$ cat src/rtl/crossbar_arbiter.sv
// Round-robin scheduler for the 4x4 packet crossbar: one owner per output,
// held for the whole packet, with zero-bubble hand-over between packets.
module crossbar_arbiter #(
  parameter int NPORT = 4,
  parameter int LEN_W = 2
) (
  input  logic             clk,
  input  logic             rst,
  input  logic [NPORT-1:0] req,
  input  logic [1:0]       dest0,
  input  logic [1:0]       dest1,
  input  logic [1:0]       dest2,
  input  logic [1:0]       dest3,
  input  logic [LEN_W-1:0] len0,
  input  logic [LEN_W-1:0] len1,
  input  logic [LEN_W-1:0] len2,
  input  logic [LEN_W-1:0] len3,
  output logic [NPORT-1:0] gnt,
  output logic [1:0]       osel0,
  output logic [1:0]       osel1,
  output logic [1:0]       osel2,
  output logic [1:0]       osel3,
  output logic [NPORT-1:0] ovalid,
  output logic             busy
);

  typedef enum logic {IDLE, XFER} state_t;

  state_t           state_q [NPORT];
  state_t           state_d [NPORT];
  logic [1:0]       owner_q [NPORT];
  logic [1:0]       owner_d [NPORT];
  logic [LEN_W-1:0] cnt_q   [NPORT];
  logic [LEN_W-1:0] cnt_d   [NPORT];
  logic [1:0]       ptr_q   [NPORT];
  logic [1:0]       ptr_d   [NPORT];

  logic [1:0]       dest_a  [NPORT];
  logic [LEN_W-1:0] len_a   [NPORT];
  logic [NPORT-1:0] cand    [NPORT];
  logic [2:0]       pick    [NPORT];
  logic [NPORT-1:0] gnt_d;
  logic [NPORT-1:0] ovalid_d;

  // Returns {found, winner}: first set bit of c scanning upward from p, wrapping.
  function automatic logic [2:0] rr_pick(input logic [NPORT-1:0] c, input logic [1:0] p);
    logic [2:0] r;
    logic [1:0] idx;
    r = 3'b000;
    for (int k = NPORT - 1; k >= 0; k--) begin
      idx = p + 2'(k);
      if (c[idx]) r = {1'b1, idx};
    end
    return r;
  endfunction

  assign dest_a[0] = dest0;
  assign dest_a[1] = dest1;
  assign dest_a[2] = dest2;
  assign dest_a[3] = dest3;
  assign len_a[0]  = len0;
  assign len_a[1]  = len1;
  assign len_a[2]  = len2;
  assign len_a[3]  = len3;

  // An input holding a grant is masked so a held req only re-arms after gnt falls.
  always_comb begin
    for (int j = 0; j < NPORT; j++) begin
      for (int i = 0; i < NPORT; i++) begin
        cand[j][i] = req[i] && (dest_a[i] == 2'(j)) && !gnt[i];
      end
      pick[j] = rr_pick(cand[j], ptr_q[j]);
    end
  end

  always_comb begin
    gnt_d    = '0;
    ovalid_d = '0;
    for (int j = 0; j < NPORT; j++) begin
      state_d[j] = state_q[j];
      owner_d[j] = owner_q[j];
      cnt_d[j]   = cnt_q[j];
      ptr_d[j]   = ptr_q[j];
      if (state_q[j] == XFER && cnt_q[j] != '0) begin
        cnt_d[j] = cnt_q[j] - LEN_W'(1);
      end else if (pick[j][2]) begin
        // Idle or last flit: reload straight into the next packet.
        state_d[j] = XFER;
        owner_d[j] = pick[j][1:0];
        cnt_d[j]   = len_a[pick[j][1:0]];
        ptr_d[j]   = pick[j][1:0] + 2'd1;
      end else begin
        state_d[j] = IDLE;
      end
      if (state_d[j] == XFER) begin
        ovalid_d[j]         = 1'b1;
        gnt_d[owner_d[j]]   = 1'b1;
      end
    end
  end

  always_ff @(posedge clk) begin
    if (rst) begin
      for (int j = 0; j < NPORT; j++) begin
        state_q[j] <= IDLE;
        owner_q[j] <= 2'd0;
        cnt_q[j]   <= '0;
        ptr_q[j]   <= 2'd0;
      end
      gnt    <= '0;
      ovalid <= '0;
      busy   <= 1'b0;
    end else begin
      for (int j = 0; j < NPORT; j++) begin
        state_q[j] <= state_d[j];
        owner_q[j] <= owner_d[j];
        cnt_q[j]   <= cnt_d[j];
        ptr_q[j]   <= ptr_d[j];
      end
      gnt    <= gnt_d;
      ovalid <= ovalid_d;
      busy   <= |ovalid_d;
    end
  end

  // The owner register only changes on a new grant, so it doubles as the held select.
  assign osel0 = owner_q[0];
  assign osel1 = owner_q[1];
  assign osel2 = owner_q[2];
  assign osel3 = owner_q[3];

endmodule

$ cat config.mk
export PLATFORM = sky130hd
export DESIGN_NAME = crossbar_arbiter
export DESIGN_NICKNAME = d
export VERILOG_FILES = /design/src/rtl/crossbar_arbiter.sv
export SDC_FILE = /design/constraint.sdc
export NUM_CORES = 1
export LEC_CHECK = 0
export BUFFER_PORTS_ARGS = -buffer_cell sky130_fd_sc_hd__buf_2
export CAP_MARGIN = 20
export CELL_PAD_IN_SITES_DETAIL_PLACEMENT = 0
export CELL_PAD_IN_SITES_GLOBAL_PLACEMENT = 1
export CORE_ASPECT_RATIO = 1.2
export CORE_MARGIN = 8
export CORE_UTILIZATION = 46
export DETAILED_ROUTE_END_ITERATION = 12
export GPL_ROUTABILITY_DRIVEN = 1
export MAX_ROUTING_LAYER = met4
export PLACE_DENSITY = 0.88
export SLEW_MARGIN = 20
export SYNTH_ARGS = -nofsm -noshare
export SYNTH_HDL_FRONTEND = slang
export SYNTH_SLANG_ARGS = --single-unit
$ cat constraint.sdc
create_clock -name clk -period 3.3 [get_ports clk]
set_input_delay 0.165 -clock clk [delete_from_list [all_inputs] [get_ports clk]]
set_output_delay 0.165 -clock clk [all_outputs]
set_load 0.02 [all_outputs]
==> flow_summary.ini, run 1 <==
[worst_setup_path]
cp_max_fo = 10
worstPathArrival_ns = 2.35
critPathCaptureType = flop
worstPathRequired_ns = 3.44
worstSetupStartpointType = flop
crit_type = flop to flop
cp_num_buf_inv = 0
crit_chain = or4b_4 > a211oi_4 > o21ai_4 > a221o_1 > o211ai_1 > a31oi_1
crit_family = compound AO/OA/AOI/OAI gates
critPathSlowestCell = or4b_4
crit_path_max_incr_delay_ns = 0.60

[cts]
h-tree-depth = 2
clockBufferDepth = 2
insertion_delay_ns = 0.30
numCtsBuffers = 5
holdBufCountCts = 0
cts_tree = built
cts_resized = 0
clock-root-buffer = clkbuf_8
cts_sinks = 33
postCtsSetupBuffers = 0
clk_pin_slew_worst_paths_ns = 0.08

[place]
pre_cts_ws_ns = 1.130
gp_congestion = 0.8720
io_buffers = 38
place_hpwl_um = 5534

[synth]
async_flop_share = 0
synth-edff-count = 0
yosys_warnings = 0
synth.distinct_cells = 71
synth_area_per_cell_sq_um = 8.491
synth_nets = 330
ys_seq_area_frac = 0.2559
synth_seq_cells = 33
netlist_area_sq_mm = 0.002581
synthCells = 304
synth_ff_type = dfxtp_1
synth_area_leader_cell = dfxtp_1
synth_area_leaders = dfxtp_1, nor2_1, and4bb_2
yosysTopAreaCellShare = 0.2559

[power]
intPower_uw = 917.3
clkPwrFrac = 0.281
vdd_drop_max_uv = 290.4
seq_power_share = 0.362
powerDensity_mw_per_mm2 = 489.8
p_sw_uw = 508.6
swShare = 0.3567
combPwrFrac = 0.357
p_leak_nw = 1.112

[global_route]
grtUsageMet3 = 0.03613
use_met2 = 0.2965
grt_busiest_layer = met2
grt_pass1_vias = 2415
grt_overflow = 0
grt_first_pass_wirelength_um = 12100
grt_use_met1 = 0.2159
grt_max_degree = 35
grt.total_usage = 0.1829
antenna_found_initial = 0

[cells_and_area]
nets = 363
diodes = 0
syn_to_final_growth_pct = 12.80
drive_above_1_share = 0.2219
utilization = 0.5241

[die]
fp.coreArea_sq_mm = 0.005555
io_pins = 39
die-area_sq_mm = 0.008274
die_w_um = 84.38
fp.dieH_um = 98.06
num_rows = 30
start_util = 0.4646

[sta]
min_period_ns = 2.207
relSlewSlack = 0.5638
hold_slack_ns = 0.3503
setup_viol = 0
grt_setup_unrepaired = false
worst_pin_slew_ns = 0.6544
final_max_slew_viol_count = 0
max_freq_ghz = 0.4531
setup_ws_ns = 1.093
min_period_over_period = 0.6687
fin_skew_ns = 0.01228
setup_tns_ns = 0
hold_viol = 0

[run_status]
status = completed

[routing]
postRouteAntennaNets = 0
drt_iter0_drc = 87
dr.pass1.iters = 4
via_per_inst = 6.174
wl_um = 7181
post_drt_wl_per_cell_um = 17.86
drcViolationCount = 0
vias = 2482

[min_path]
hp-class = primary input to flop

[flow_run]
drv_cap = 0
## placed cells by master (no fill, tap or decap), types with 3 or more instances in the layout
master     instances
and4bb_2           7
nand4b_1           4
o22ai_1            3
nand3_1            6
nor3_1            11
nor2b_1            5
and4b_1            3
a31oi_1            9
nand2b_1           6
nand3b_1           3
inv_1             17
nor2_1            35
dfxtp_1           33
ha_1               4
o211ai_1           5
buf_2             38
or3_1              3
a211oi_1          10
nand4bb_1          5
or2_1              3
a221oi_1           6
mux2i_1            3
nand2_1           12
clkbuf_8           6
and3_1             3
o21a_1             3
mux2_1             7
and2_1             9
a21oi_1           13
a22oi_1            4
o21ai_0            6
## tightest hold or removal path: cells and delay by family
family                 cells  cell delay [ns]
buffers and inverters      1             0.14
and+or+nand+nor            1             0.08
AOI/OAI and AO/OA          2             0.20
## cell families after synthesis
| logic type | after synthesis | share of synthesized area |
|---|---|---|
| compound gates | 88 | 0.2710 |
| simple gates | 133 | 0.3398 |
| xor+xnor | 4 | 0.01357 |
| flops | 33 | 0.2559 |
| fa+ha+maj | 4 | 0.01939 |
| buf+inv | 31 | 0.05235 |
| mux | 11 | 0.04799 |
## state kept, by name (all words and copies together) (netlist names)
signal	count
busy	1
ptr_q	8
gnt	4
ovalid	4
owner_q	8
cnt_q	8
## synthesized netlist by cell type (3+ instances only)
cell type and instances:
nand2_1 12, nand3b_1 3, mux2i_1 3, buf_4 4, nor2_1 35, or3_1 3
o22ai_1 3, clkbuf_1 6, a221oi_1 6, a211oi_1 10, o21ai_0 6, mux2_1 7
and2_1 9, nor2b_1 5, and4bb_2 7, ha_1 4, nand2b_1 6, a21oi_1 13
a31oi_1 9, nand3_1 6, nor3_1 11, inv_1 17, and3_1 3, o21a_1 3
and4b_1 3, or2_1 3, buf_2 3, o211ai_1 5, a22oi_1 4, dfxtp_1 33
nand4b_1 4, nand4bb_1 5
## worst paths after layout
kind         slack [ns]                       end                     start  depth (start not counted)
min reg2reg        0.50  cnt_q[1][1]$_SDFFE_PP0P_  cnt_q[1][1]$_SDFFE_PP0P_                          2
max reg2reg        1.09  cnt_q[0][0]$_SDFFE_PP0P_         gnt[2]$_SDFF_PP0_                          6
min                0.35  cnt_q[1][1]$_SDFFE_PP0P_                   len1[1]                          4
max                1.09  cnt_q[0][0]$_SDFFE_PP0P_         gnt[2]$_SDFF_PP0_                          6
## metrics by stage
step                cell area, sq um  cells  power [mW]
floorplan                       2581    304      0.8953
global placement                2795    394       1.019
detailed placement              2795    394       1.027
CTS                             2912    402       1.430
global route                    2912    402       1.515
finish                          2912    402       1.426
## routing by layer
layer  part of all wire  vias up
met2               0.48       64
met1               0.45     1176
met3              0.049       14
li1                   -     1228
met5                  0        -
met4              0.026        0
## area by class of cell
cell class / instances / area, sq um
inverters: 17 / 63.81
fillers: 562 / 2644
repair buffers: 40 / 205.2
clock inverters: 1 / 30.03
clock buffers: 7 / 86.33
multi-input cells: 240 / 1785
flip-flops and latches: 33 / 660.6
well taps: 64 / 80.08
## power by group through the flow
stage | logic, mW | clock network (mW) | registers (mW)
floorplan | 0.364 | 0 | 0.532
global placement | 0.498 | 0 | 0.521
detailed placement | 0.503 | 0 | 0.525
CTS | 0.507 | 0.408 | 0.515
global route | 0.564 | 0.424 | 0.527
finish | 0.509 | 0.401 | 0.516
No activity file was read; power rests on OpenSTA's default activity.
==> run 2: changes to the inputs <==
- ABC_AREA: not set -> 1
- CORE_UTILIZATION: 46 -> 36
- PLACE_DENSITY: 0.88 -> 0.8
- clock period: 3.3 -> 1.77 ns (I/O delays scaled with it)
==> run 2 against run 1 <==
Net effect:
- the flow now finishes with violations (setup timing)
- synthesized cell count is 62% higher
- total power grew to 5.6 times the previous value
- clock-buffer cell count stayed put
- worst hold slack worse by 0.17 ns
- sequential power grew to 2.5 times the previous value
- via count is 40% higher
- critical path depth is 8 higher
- cell count is 74% higher
- die area is 32% higher
- core utilization is 7.7 points higher
- highest routed layer unchanged
==> flow_summary.ini, run 2 <==
[global_route]
grt_overflow = 0
grt_max_degree = 19
antenna_found_initial = 0
grt_pass1_vias = 3215
grt.total_usage = 0.1652
grt_first_pass_wirelength_um = 14720

[sta]
setup_ws_ns = -0.1583
min_period_over_period = 1.089
final_max_slew_viol_count = 0
grt_setup_unrepaired = true
worst_pin_slew_ns = 0.6314
setup_tns_ns = -1.007
setup_viol = 11
hold_viol = 0
min_period_ns = 1.928
relSlewSlack = 0.5786
fin_skew_ns = 0.002190
max_freq_ghz = 0.5186

[worst_setup_path]
critPathLaunch = gnt[2]$_SDFF_PP0_
worstPathArrival_ns = 2.10
cp_max_fo = 6
r2r_end = gnt[1]$_SDFF_PP0_
worstSetupStartpointType = flop
rr_worst_depth = 14
rr_startpoint = gnt[2]$_SDFF_PP0_
worstPathRequired_ns = 1.94
reg2reg_setup_slack_ns = -0.16
cp-endpoint = gnt[1]$_SDFF_PP0_
critPathCaptureType = flop
crit_type = flop to flop

[die]
start_util = 0.3685
fp.coreArea_sq_mm = 0.007620
die_w_um = 96.62
num_rows = 35
fp.dieH_um = 112.7
die-area_sq_mm = 0.01089
io_pins = 39

[synth]
yosysTopAreaCellShare = 0.2353
ys_top_cells_by_count = nand2_1, inv_1, nand3_1, nor2_1, dfxtp_1
async_flop_share = 0
synth-edff-count = 0
synth_area_per_cell_sq_um = 5.718
synth_area_leaders = dfxtp_1, nand2_1, nand3_1
synth_area_leader_cell = dfxtp_1
synth_nets = 517
synth_seq_cells = 33
synth.distinct_cells = 31
netlist_area_sq_mm = 0.002808
yosys_warnings = 0
ys_seq_area_frac = 0.2353
yosys.cell_count.top_type = nand2_1
synth_ff_type = dfxtp_1
synthCells = 491

[run_status]
violations = setup timing
status = finished, violations left

[routing]
vias = 3473
dr.pass1.iters = 5
postRouteAntennaNets = 0
drcViolationCount = 0
post_drt_wl_per_cell_um = 14.19
drt_iter0_drc = 126
via_per_inst = 4.969
wl_um = 9921

[cells_and_area]
diodes = 0
final.fill_count = 704
drive_above_1_share = 0.5025
design_area_sq_mm = 0.004583
syn_to_final_growth_pct = 63.24
nets = 633
layout_commonest_cell = nand2_1
top_regs = cnt_q x8, owner_q x8, ptr_q x8
layout_common_cells = nand2_1, inv_1, buf_4, nand2_2, buf_2
utilization = 0.6015

[cts]
numCtsBuffers = 5
clockBufferDepth = 2
clock-root-buffer = clkbuf_8
holdBufCountCts = 0
cts_tree = built
clk_pin_slew_worst_paths_ns = 0.07
h-tree-depth = 2
cts_sinks = 33
insertion_delay_ns = 0.29

[place]
place_hpwl_um = 6938
pre_cts_ws_ns = -0.1911
gp_congestion = 0.8939
placed_area_sq_mm = 0.003562
io_buffers = 38

[min_path]
hp-class = primary input to flop

[flow_run]
drv_cap = 0

[power]
vdd_drop_max_uv = 921.5
p_leak_nw = 2.296
power_mw = 7.970
powerDensity_mw_per_mm2 = 1739
## run 2: how the worst min path moves through the flow
stage / to / from / cells after the start
global route: cnt_q[3][0]$_SDFFE_PP0P_ / len0[0] / 5
floorplan: cnt_q[3][0]$_SDFFE_PP0P_ / len0[0] / 4
detailed placement: cnt_q[3][0]$_SDFFE_PP0P_ / len0[0] / 5
finish: cnt_q[3][0]$_SDFFE_PP0P_ / len0[0] / 5
global placement: cnt_q[3][0]$_SDFFE_PP0P_ / len0[0] / 5
CTS: cnt_q[3][0]$_SDFFE_PP0P_ / len0[0] / 5
## run 2: stage by stage
step / hold slack, ns / std cells
floorplan: 0.3295 / 491
global placement: 0.4811 / 676
detailed placement: 0.4827 / 676
CTS: 0.1789 / 686
global route: 0.2350 / 699
finish: 0.1847 / 699
## run 2: area by class of cell
type	instances	area [sq um]	share of cell area
repair buffers	119	890.9	0.1944
multi-input cells	357	2457	0.5362
clock buffers	7	86.33	0.01884
flip-flops and latches	33	679.4	0.1482
well taps	92	115.1	0.02512
inverters	91	354.1	0.07726
## run 2: kinds of logic (layout without fill, tap and decap cells)
family	Yosys count	after routing	synth area share
AO/OA/AOI/OAI	49	49	0.09626
XOR/XNOR	3	3	0.01203
adder cells (fa/ha/maj)	4	4	0.01783
buffers and inverters	101	217	0.1453
flip-flops	33	33	0.2353
AND/OR/NAND/NOR	301	301	0.4933
## run 2: repair_timing
| item | CTS | global route |
|---|---|---|
| buffers inserted | 3 | 14 |
| cloned | 0 | 0 |
| pin swaps | 12 | 47 |
| setup endpoints to repair | 18 | 25 |
| hold endpoints to repair | 0 | 0 |
| resized for setup | 75 | 132 |
## run 2: critical path: stages (launching register included)
cell and delay (ns):
dfxtp_2 0.34, nor2_4 0.16, buf_12 0.15, nand3_2 0.08, nand2_2 0.12, nand2_2 0.09, nand2_4 0.08, nor2_4 0.05
a21oi_2 0.18, nand3_4 0.10, buf_6 0.13, nand4_1 0.08, nand3_1 0.09, nor2_1 0.10, nor2_1 0.05
## run 2: metal layers
layer | vias up | wire length [um] | part of all wire | global-route usage
met3 | 19 | 338 | 0.034 | 0.03047
li1 | 1768 | - | - | -
met1 | 1609 | 4291 | 0.43 | 0.1958
met2 | 77 | 4987 | 0.50 | 0.2654
met4 | 0 | 304 | 0.031 | 0.07708
met5 | - | 0 | 0 | -
## run 2: report_power, final
group          switching, mW  internal [mW]  total, mW
combinational           3.44           2.63       6.08
sequential             0.222           1.07       1.29
clock                  0.293          0.309      0.602
==> run 3: changes to the inputs <==
- CORE_ASPECT_RATIO: 1.2 -> 0.75
- SKIP_CTS_REPAIR_TIMING: not set -> 1
==> run 3 against run 2 <==
Net effect:
- the flow still finishes with violations (setup timing)
- clock-buffer cell count shrank 2
- worst setup slack lost 0.040 ns
- sequential share of layout area grew 0.68 points
- clock skew grew 0.0056 ns
- cell area shrank 4.6%
- core utilization shrank 3.7 points
- critical path type unchanged
- critical endpoint unchanged
- largest cell class unchanged
==> flow_summary.ini, run 3 (synthesized netlist as in run 2, its figures left out) <==
[global_route]
grt_first_pass_wirelength_um = 14150
antenna_found_initial = 0
grt_pass1_vias = 3031
grt_overflow = 0
grt_max_degree = 19
grt.total_usage = 0.1621

[sta]
final_max_slew_viol_count = 0
fin_skew_ns = 0.007780
grt_setup_unrepaired = true
min_period_ns = 1.969
relSlewSlack = 0.6332
min_period_over_period = 1.112
hold_slack_ns = 0.1656
hold_viol = 0
worst_pin_slew_ns = 0.5495
setup_viol = 18
setup_ws_ns = -0.1987
max_freq_ghz = 0.5079

[cts]
clockBufferDepth = 2
h-tree-depth = 2
cts_tree = built
clock-root-buffer = clkbuf_8
insertion_delay_ns = 0.29
cts_sinks = 33
clk_pin_slew_worst_paths_ns = 0.07
numCtsBuffers = 5

[worst_setup_path]
crit_chain = nor2_4 > buf_6 > nand3_2 > nand2_2 > nand2_1 > nand2_2 > inv_1 > nand2_1 > nand2_2 > nand3_2 > buf_4 > nand4_1 > nand3_1 > nor2_2 > nor2_2
worstSetupStartpointType = flop
critPathSlowestCell = dfxtp_4
cp_num_buf_inv = 3
cp_max_fo = 4
crit_type = flop to flop
crit_path_max_incr_delay_ns = 0.37
crit_family = simple AND/OR/NAND/NOR gates
reg2reg_setup_slack_ns = -0.20
path_common_cell = nand2_2
critPathCaptureType = flop
worstPathArrival_ns = 2.19
worstPathRequired_ns = 1.99

[die]
num_rows = 28
fp.dieH_um = 92.48
fp.coreArea_sq_mm = 0.007742
start_util = 0.3626
die_w_um = 118.0
die-area_sq_mm = 0.01091
io_pins = 39

[routing]
drcViolationCount = 0
wl_um = 9726
vias = 3427
postRouteAntennaNets = 0
via_per_inst = 4.786
post_drt_wl_per_cell_um = 13.58
drt_iter0_drc = 162
dr.pass1.iters = 5

[place]
place_hpwl_um = 7217
gp_congestion = 0.8569
io_buffers = 38
placed_area_sq_mm = 0.003583

[power]
p_leak_nw = 2.270
swShare = 0.4929
p_sw_mw = 3.850
combPwrFrac = 0.744
seq_power_share = 0.166
powerDensity_mw_per_mm2 = 1786
clkPwrFrac = 0.090
intPower_mw = 3.962
vdd_drop_max_uv = 1183

[run_status]
status = finished, violations left
violations = setup timing

[cells_and_area]
layout_common_cells = nand2_1, buf_4, inv_1, nand2_2, buf_2
regArea_sq_um = 678.2
syn_to_final_growth_pct = 55.75
diodes = 0
utilization = 0.5648
layout_commonest_cell = nand2_1
drive_above_1_share = 0.4763
multi_input_area_sq_mm = 0.002253
final.fill_count = 767
design_area_sq_mm = 0.004373
top_regs = cnt_q x8, owner_q x8, ptr_q x8
nets = 637

[flow_run]
drv_cap = 0

[min_path]
hp-class = primary input to flop
-- run 3: cell count changes in the layout (fill, tap and decap cells not counted), sizes merged --
| cell | before | now |
|---|---|---|
| buf | 119 | 123 |
| bufinv | 0 | 1 |
| clkinv | 0 | 1 |
| clkbuf | 7 | 5 |
-- run 3: area by class of cell --
class                   count  area share
well taps                 105     0.03004
multi-input cells         357      0.5153
clock inverters             2    0.008011
clock buffers               5     0.01574
repair buffers            123      0.1954
inverters                  91     0.08040
flip-flops and latches     33      0.1551
-- run 3: routing by layer --
metal  track usage  share of wire
met5             -              0
met4       0.03826          0.013
met3       0.02553          0.049
met2        0.2392           0.43
met1        0.2263           0.51
-- run 3: worst paths after layout --
check	start	to	depth (start not counted)
worst max register to register	gnt[3]$_SDFF_PP0_	gnt[1]$_SDFF_PP0_	15
worst min-delay path	len0[0]	cnt_q[3][0]$_SDFFE_PP0P_	5
worst min register to register	ptr_q[1][1]$_SDFFE_PP0P_	ptr_q[1][1]$_SDFFE_PP0P_	2
worst max-delay path	gnt[3]$_SDFF_PP0_	gnt[1]$_SDFF_PP0_	15
-- run 3: power by group through the flow --
stage               clock network [mW]  logic [mW]  registers [mW]
floorplan                            0        2.72            1.35
global placement                     0        4.53            1.27
detailed placement                   0        4.58            1.27
CTS                              0.724        4.60            1.26
global route                     0.737        6.31            1.33
finish                           0.705        5.81            1.30
-- run 3: worst register-to-register path: cells and delay by family (launching register included) --
family	cells	cell delay (ns)
and+or+nand+nor	12	1.20
DFF	1	0.37
buffers and inverters	3	0.34
-- run 3: metrics by stage --
stage | power, mW | instances | worst slack (ns) | TNS [ns]
2_1_floorplan | 4.063 | 491 | 0.007506 | 0
3_3_place_gp | 5.797 | 693 | -0.2837 | -1.982
3_5_place_dp | 5.855 | 693 | -0.3241 | -2.455
4_1_cts | 6.584 | 700 | -0.3411 | -2.949
5_1_grt | 8.380 | 716 | -0.3471 | -4.528
6_report | 7.812 | 716 | -0.1987 | -1.899
